**config.mk**
```make
export PLATFORM = sky130hd
export DESIGN_NAME = soc_event_dispatcher
export DESIGN_NICKNAME = d
export VERILOG_FILES = /design/src/rtl/soc_event_pkg.sv /design/src/rtl/soc_event_rr_arb.sv /design/src/rtl/soc_event_dispatcher.sv
export SDC_FILE = /design/constraint.sdc
export NUM_CORES = 1
export LEC_CHECK = 0
export ABC_AREA = 0
export BUFFER_PORTS_ARGS = -buffer_cell sky130_fd_sc_hd__buf_4
export CAP_MARGIN = 30
export CORE_ASPECT_RATIO = 0.75
export CORE_MARGIN = 1.5
export CORE_UTILIZATION = 60
export CTS_BUF_LIST = sky130_fd_sc_hd__clkbuf_2
export CTS_CLUSTER_DIAMETER = 60
export DETAILED_ROUTE_END_ITERATION = 12
export PLACE_DENSITY = 0.88
export SLEW_MARGIN = 40
export SYNTH_ARGS = -nofsm -noshare
export SYNTH_HDL_FRONTEND = slang
export SYNTH_SLANG_ARGS = --single-unit
export TNS_END_PERCENT = 100
```
**constraint.sdc**
```tcl
create_clock -name clk_i -period 8.1 [get_ports clk_i]
set_input_delay 0.81 -clock clk_i [delete_from_list [all_inputs] [get_ports clk_i]]
set_output_delay 0.81 -clock clk_i [all_outputs]
set_load 0.02 [all_outputs]
```
**src/rtl/soc_event_pkg.sv**
```systemverilog
// Shared types and defaults for the SoC event dispatcher.
// Optional feature macro used by the top: SOC_EVT_DISP_MASK_EN.
package soc_event_pkg;

  localparam int unsigned SOC_EVT_NUM = 8;

  typedef logic [$clog2(SOC_EVT_NUM)-1:0] evt_id_t;

  typedef enum logic {
    EMPTY = 1'b0,
    FULL  = 1'b1
  } disp_state_e;

endpackage

```
**src/rtl/soc_event_rr_arb.sv**
```systemverilog
// Combinational round-robin picker: one-hot grant and encoded index of the
// first eligible line at or after ptr, wrapping modulo NUM_EVT.
module soc_event_rr_arb #(
  parameter int unsigned NUM_EVT = 8,
  parameter int unsigned ID_W    = $clog2(NUM_EVT)
) (
  input  logic [NUM_EVT-1:0] elig,
  input  logic [ID_W-1:0]    ptr,
  output logic [NUM_EVT-1:0] grant,
  output logic [ID_W-1:0]    idx,
  output logic               any
);

  logic [NUM_EVT-1:0] rot;
  int unsigned        pos;

  always_comb begin
    grant = '0;
    idx   = '0;
    any   = 1'b0;
    pos   = 0;
    // Rotating the doubled vector puts line ptr at bit 0, so a plain
    // lowest-set-bit scan yields round-robin order.
    rot = NUM_EVT'({elig, elig} >> ptr);
    for (int unsigned i = 0; i < NUM_EVT; i++) begin
      if (!any && rot[i]) begin
        any = 1'b1;
        pos = 32'(ptr) + i;
        if (pos >= NUM_EVT) pos = pos - NUM_EVT;
      end
    end
    idx = ID_W'(pos);
    if (any) grant[idx] = 1'b1;
  end

endmodule

```
**src/rtl/soc_event_dispatcher.sv**
```systemverilog
// Round-robin dispatcher from per-line event queues to a registered
// valid/ready event output, plus overflow error aggregation.
// Optional line masking when SOC_EVT_DISP_MASK_EN is defined.
module soc_event_dispatcher
  import soc_event_pkg::*;
#(
  parameter int unsigned NUM_EVT = SOC_EVT_NUM,
  parameter int unsigned ID_W    = $clog2(NUM_EVT)
) (
  input  logic               clk_i,
  input  logic               rst_i,
  input  logic [NUM_EVT-1:0] evt_req_i,
  output logic [NUM_EVT-1:0] evt_ack_o,
  input  logic [NUM_EVT-1:0] q_err_i,
`ifdef SOC_EVT_DISP_MASK_EN
  input  logic [NUM_EVT-1:0] evt_mask_i,
`endif
  output logic               evt_valid_o,
  output logic [ID_W-1:0]    evt_id_o,
  input  logic               evt_ready_i,
  output logic               err_o,
  output logic               err_sticky_o,
  input  logic               err_clr_i
);

  disp_state_e        state;
  logic [ID_W-1:0]    ptr;
  logic [NUM_EVT-1:0] elig;
  logic [NUM_EVT-1:0] grant;
  logic [ID_W-1:0]    winner;
  logic               any;
  logic               load;
  logic [ID_W-1:0]    ptr_next;

`ifdef SOC_EVT_DISP_MASK_EN
  assign elig = evt_req_i & ~evt_mask_i;
`else
  assign elig = evt_req_i;
`endif

  soc_event_rr_arb #(
    .NUM_EVT (NUM_EVT),
    .ID_W    (ID_W)
  ) u_arb (
    .elig  (elig),
    .ptr   (ptr),
    .grant (grant),
    .idx   (winner),
    .any   (any)
  );

  // A pop is only issued when the output register can take the event.
  always_comb begin
    load      = any && ((state == EMPTY) || evt_ready_i);
    evt_ack_o = (load && !rst_i) ? grant : '0;
    ptr_next  = (winner == ID_W'(NUM_EVT - 1)) ? '0 : winner + 1'b1;
  end

  always_ff @(posedge clk_i or posedge rst_i) begin
    if (rst_i) begin
      state       <= EMPTY;
      ptr         <= '0;
      evt_valid_o <= 1'b0;
      evt_id_o    <= '0;
    end else begin
      if (load) begin
        state       <= FULL;
        evt_valid_o <= 1'b1;
        evt_id_o    <= winner;
        ptr         <= ptr_next;
      end else if (state == FULL && evt_ready_i) begin
        state       <= EMPTY;
        evt_valid_o <= 1'b0;
      end
    end
  end

  always_ff @(posedge clk_i or posedge rst_i) begin
    if (rst_i) begin
      err_o        <= 1'b0;
      err_sticky_o <= 1'b0;
    end else begin
      err_o        <= |q_err_i;
      err_sticky_o <= (|q_err_i) | (err_sticky_o & ~err_clr_i);
    end
  end

endmodule

```
==> reports/results.ini <==
[sta]
rsz0062_at_grt=false
finalHoldViolations=0
whs_ns=0.522
max_slew_margin_pct=48.8
setup_ws_ns=3.43
slew_violations=0
fin_setup_tns_ns=0
tightest_slew_ns=0.761
skew_ns=0.00225
finalSetupViolations=0
fmax_mhz=214
min_period_over_period_pct=57.6
finalCriticalPeriod_ns=4.67

[placed_design]
port_buffers=33
dp_slack_ns=3.70
place_hpwl_mm=2.90
place_inst=207
place.gp.congestion=0.904
place_area_um2=1610

[global_route]
top_usage_layer=met2
met2_usage_pct=46.1
grtUsageTotal_pct=30.3
antenna_found_initial=0
use_met3_pct=7.02
grt_pass1_wl_mm=5.93
grt_pass1_vias=1320
grt_util_met1_pct=44.8
grt_max_degree=31
grt_overflow_total=0

[setup_path]
worstSetupStartpointType=flip-flop
cpLargestDelayFamily=compound AO/OA/AOI/OAI gates
end_kind=primary output
crit_type=flip-flop to primary output
cp.required_ns=7.29
cp_max_fo=30
cp_num_cells=9
crit_path_top_delay_cell=dfrtp_2
cp_slowest_stage_delay_ns=0.75
worst_r2r_path_depth=8
cp.buffers_inverters=1
crit_chain=mux4_1 -> nand2_1 -> a21boi_0 -> nand3_1 -> a2111oi_0 -> a311o_1 -> or2b_1 -> nor2_1 -> buf_4
cp.arrival_ns=3.86

[routing]
post_drt_wl_per_cell_um=17.6
route.detailed.drc=0
viasPerCell=6.85
wl_mm=3.72
dr_total_vias=1445
drtIter0Drc=109
drt-pass1-iter-count=4
ant_nets=0

[clock_network]
clock_tree.buffer_depth=2
htree_levels=1
clock_sink_count=9
cts_tree=done
ctsHoldBuffers=0
clock_latency_ns=0.26
post-cts-setup-buffers=0
cts_resized=0
cts_buffers=3
path_clk_slew_ns=0.09
cts-root-buf=clkbuf_2

[synth]
synth_edf_count=0
avgSynthCellArea_um2=8.79
ys_warn_count=0
synth-main-ff-cell=dfrtp_1
synth_fp_nets=181
ys_seq_area_share_pct=16.2
yosysUniqueCellTypes=56
async_flop_share_pct=100
ys_ff_latch=9
syn_area_um2=1390
netlist_instances=158

[power_and_ir_drop]
vdd_ir_drop_max_mv=0.302
p_per_area_nw_per_um2=434
switchingPower_mw=0.383
p_leak_nw=0.668
pwr-share-seq_pct=17.7
p_int_mw=0.324
pwr-share-clk_pct=4.2
p_sw_share_pct=54.1
p_comb_share_pct=78.0
total_power_mw=0.707

[cells_and_area]
final_area_um2=1630
syn2layout_area_growth_pct=17.3
nets=211
fin_util_pct=77.5
final_cell_mix=buf_4, nand2_1, nor2_1, mux2_2
stdcell_count=211
layout-drive-gt1-share_pct=30.5
final_common_cell=buf_4
diodes=0

[die]
std_cell_rows=14
core_area_um2=2100
fp.dieW_um=58.6
dieArea_um2=2620
ioPinCount=34
start_util_pct=66.1
die_y_um=44.7

[run_status]
status=finished clean

[job]
max_cap_violations=0

[min_path]
worstHoldPathType=flip-flop to flip-flop
hold_depth=1

[cells in the mapped netlist (2+ instances only)]
library cell	n	area (µm²)
mux4_2	3	67.6
a21o_1	2	15.0
ha_1	3	37.5
a2111oi_0	4	35.0
mux2i_4	2	45.0
inv_1	3	11.3
mux2_2	9	101
mux2i_1	6	60.1
nor4_1	7	43.8
and3_1	4	25.0
buf_6	3	33.8
nand2_1	17	63.8
a211oi_1	5	37.5
xor2_1	2	17.5
and2_1	2	12.5
o21ai_0	2	10.0
nor3_1	2	10.0
nand3_1	5	25.0
or3_1	3	18.8
mux4_1	4	105
nor2_1	14	52.6
a21oi_1	3	15.0
clkinv_1	2	7.51
nand2b_1	5	31.3
nand3b_1	2	15.0
buf_2	3	15.0
dfrtp_1	9	225
nor2b_1	4	25.0
[worst paths after layout]
check / start / end / slack, ns
max: ptr[1] / evt_ack_o[5] / 3.43
min: evt_id_o[1] / evt_id_o[1] / 0.52
max reg2reg: ptr[1] / ptr[1] / 4.38
min reg2reg: evt_id_o[1] / evt_id_o[1] / 0.52
max in group asynchronous: rst_i / ptr[0] / 7.27
min in group asynchronous: rst_i / err_o / 0.53
[power groups by stage]
stage / registers [mW] / logic [mW] / clock network (mW)
6_report: 0.125 / 0.552 / 0.0299
2_1_floorplan: 0.0823 / 0.466 / 0
5_1_grt: 0.130 / 0.598 / 0.0317
3_3_place_gp: 0.121 / 0.522 / 0
4_1_cts: 0.124 / 0.541 / 0.0303
3_5_place_dp: 0.125 / 0.538 / 0
[area by class of cell]
| class | count | area (µm²) |
|---|---|---|
| sequential | 9 | 228 |
| fill | 143 | 473 |
| clock buffer | 4 | 20.0 |
| inverter | 5 | 18.8 |
| timing repair buffer | 33 | 248 |
| tap | 24 | 30.0 |
| multi-input combinational | 136 | 1080 |
[kinds of logic (layout without fill, tap and decap cells)]
family                     Yosys count  after routing  share of synthesized area [%]
xor gates and xnor gates             3              3                           1.89
and+or+nand+nor                     73             73                           27.7
AOI/OAI and AO/OA                   32             32                           17.7
muxes                               25             25                           28.1
adders and majority gates            3              3                           2.70
buffers and inverters               13             42                           5.68
DFF                                  9              9                           16.2
[flip-flops by register name, indices dropped and copies added, names as in the netlist]
name and count:
err_o 1, err_sticky_o 1, evt_id_o 3, ptr 3, state 1
[metal layers]
| layer | share of wire [%] | wire [µm] | vias to the layer above |
|---|---|---|---|
| met5 | 0 | 0 | - |
| met4 | 0.62 | 23 | 0 |
| met3 | 9.0 | 336 | 4 |
| met2 | 45 | 1680 | 79 |
| met1 | 45 | 1690 | 681 |
| li1 | - | - | 681 |
Note: power is estimated with default switching activity, not from simulation.
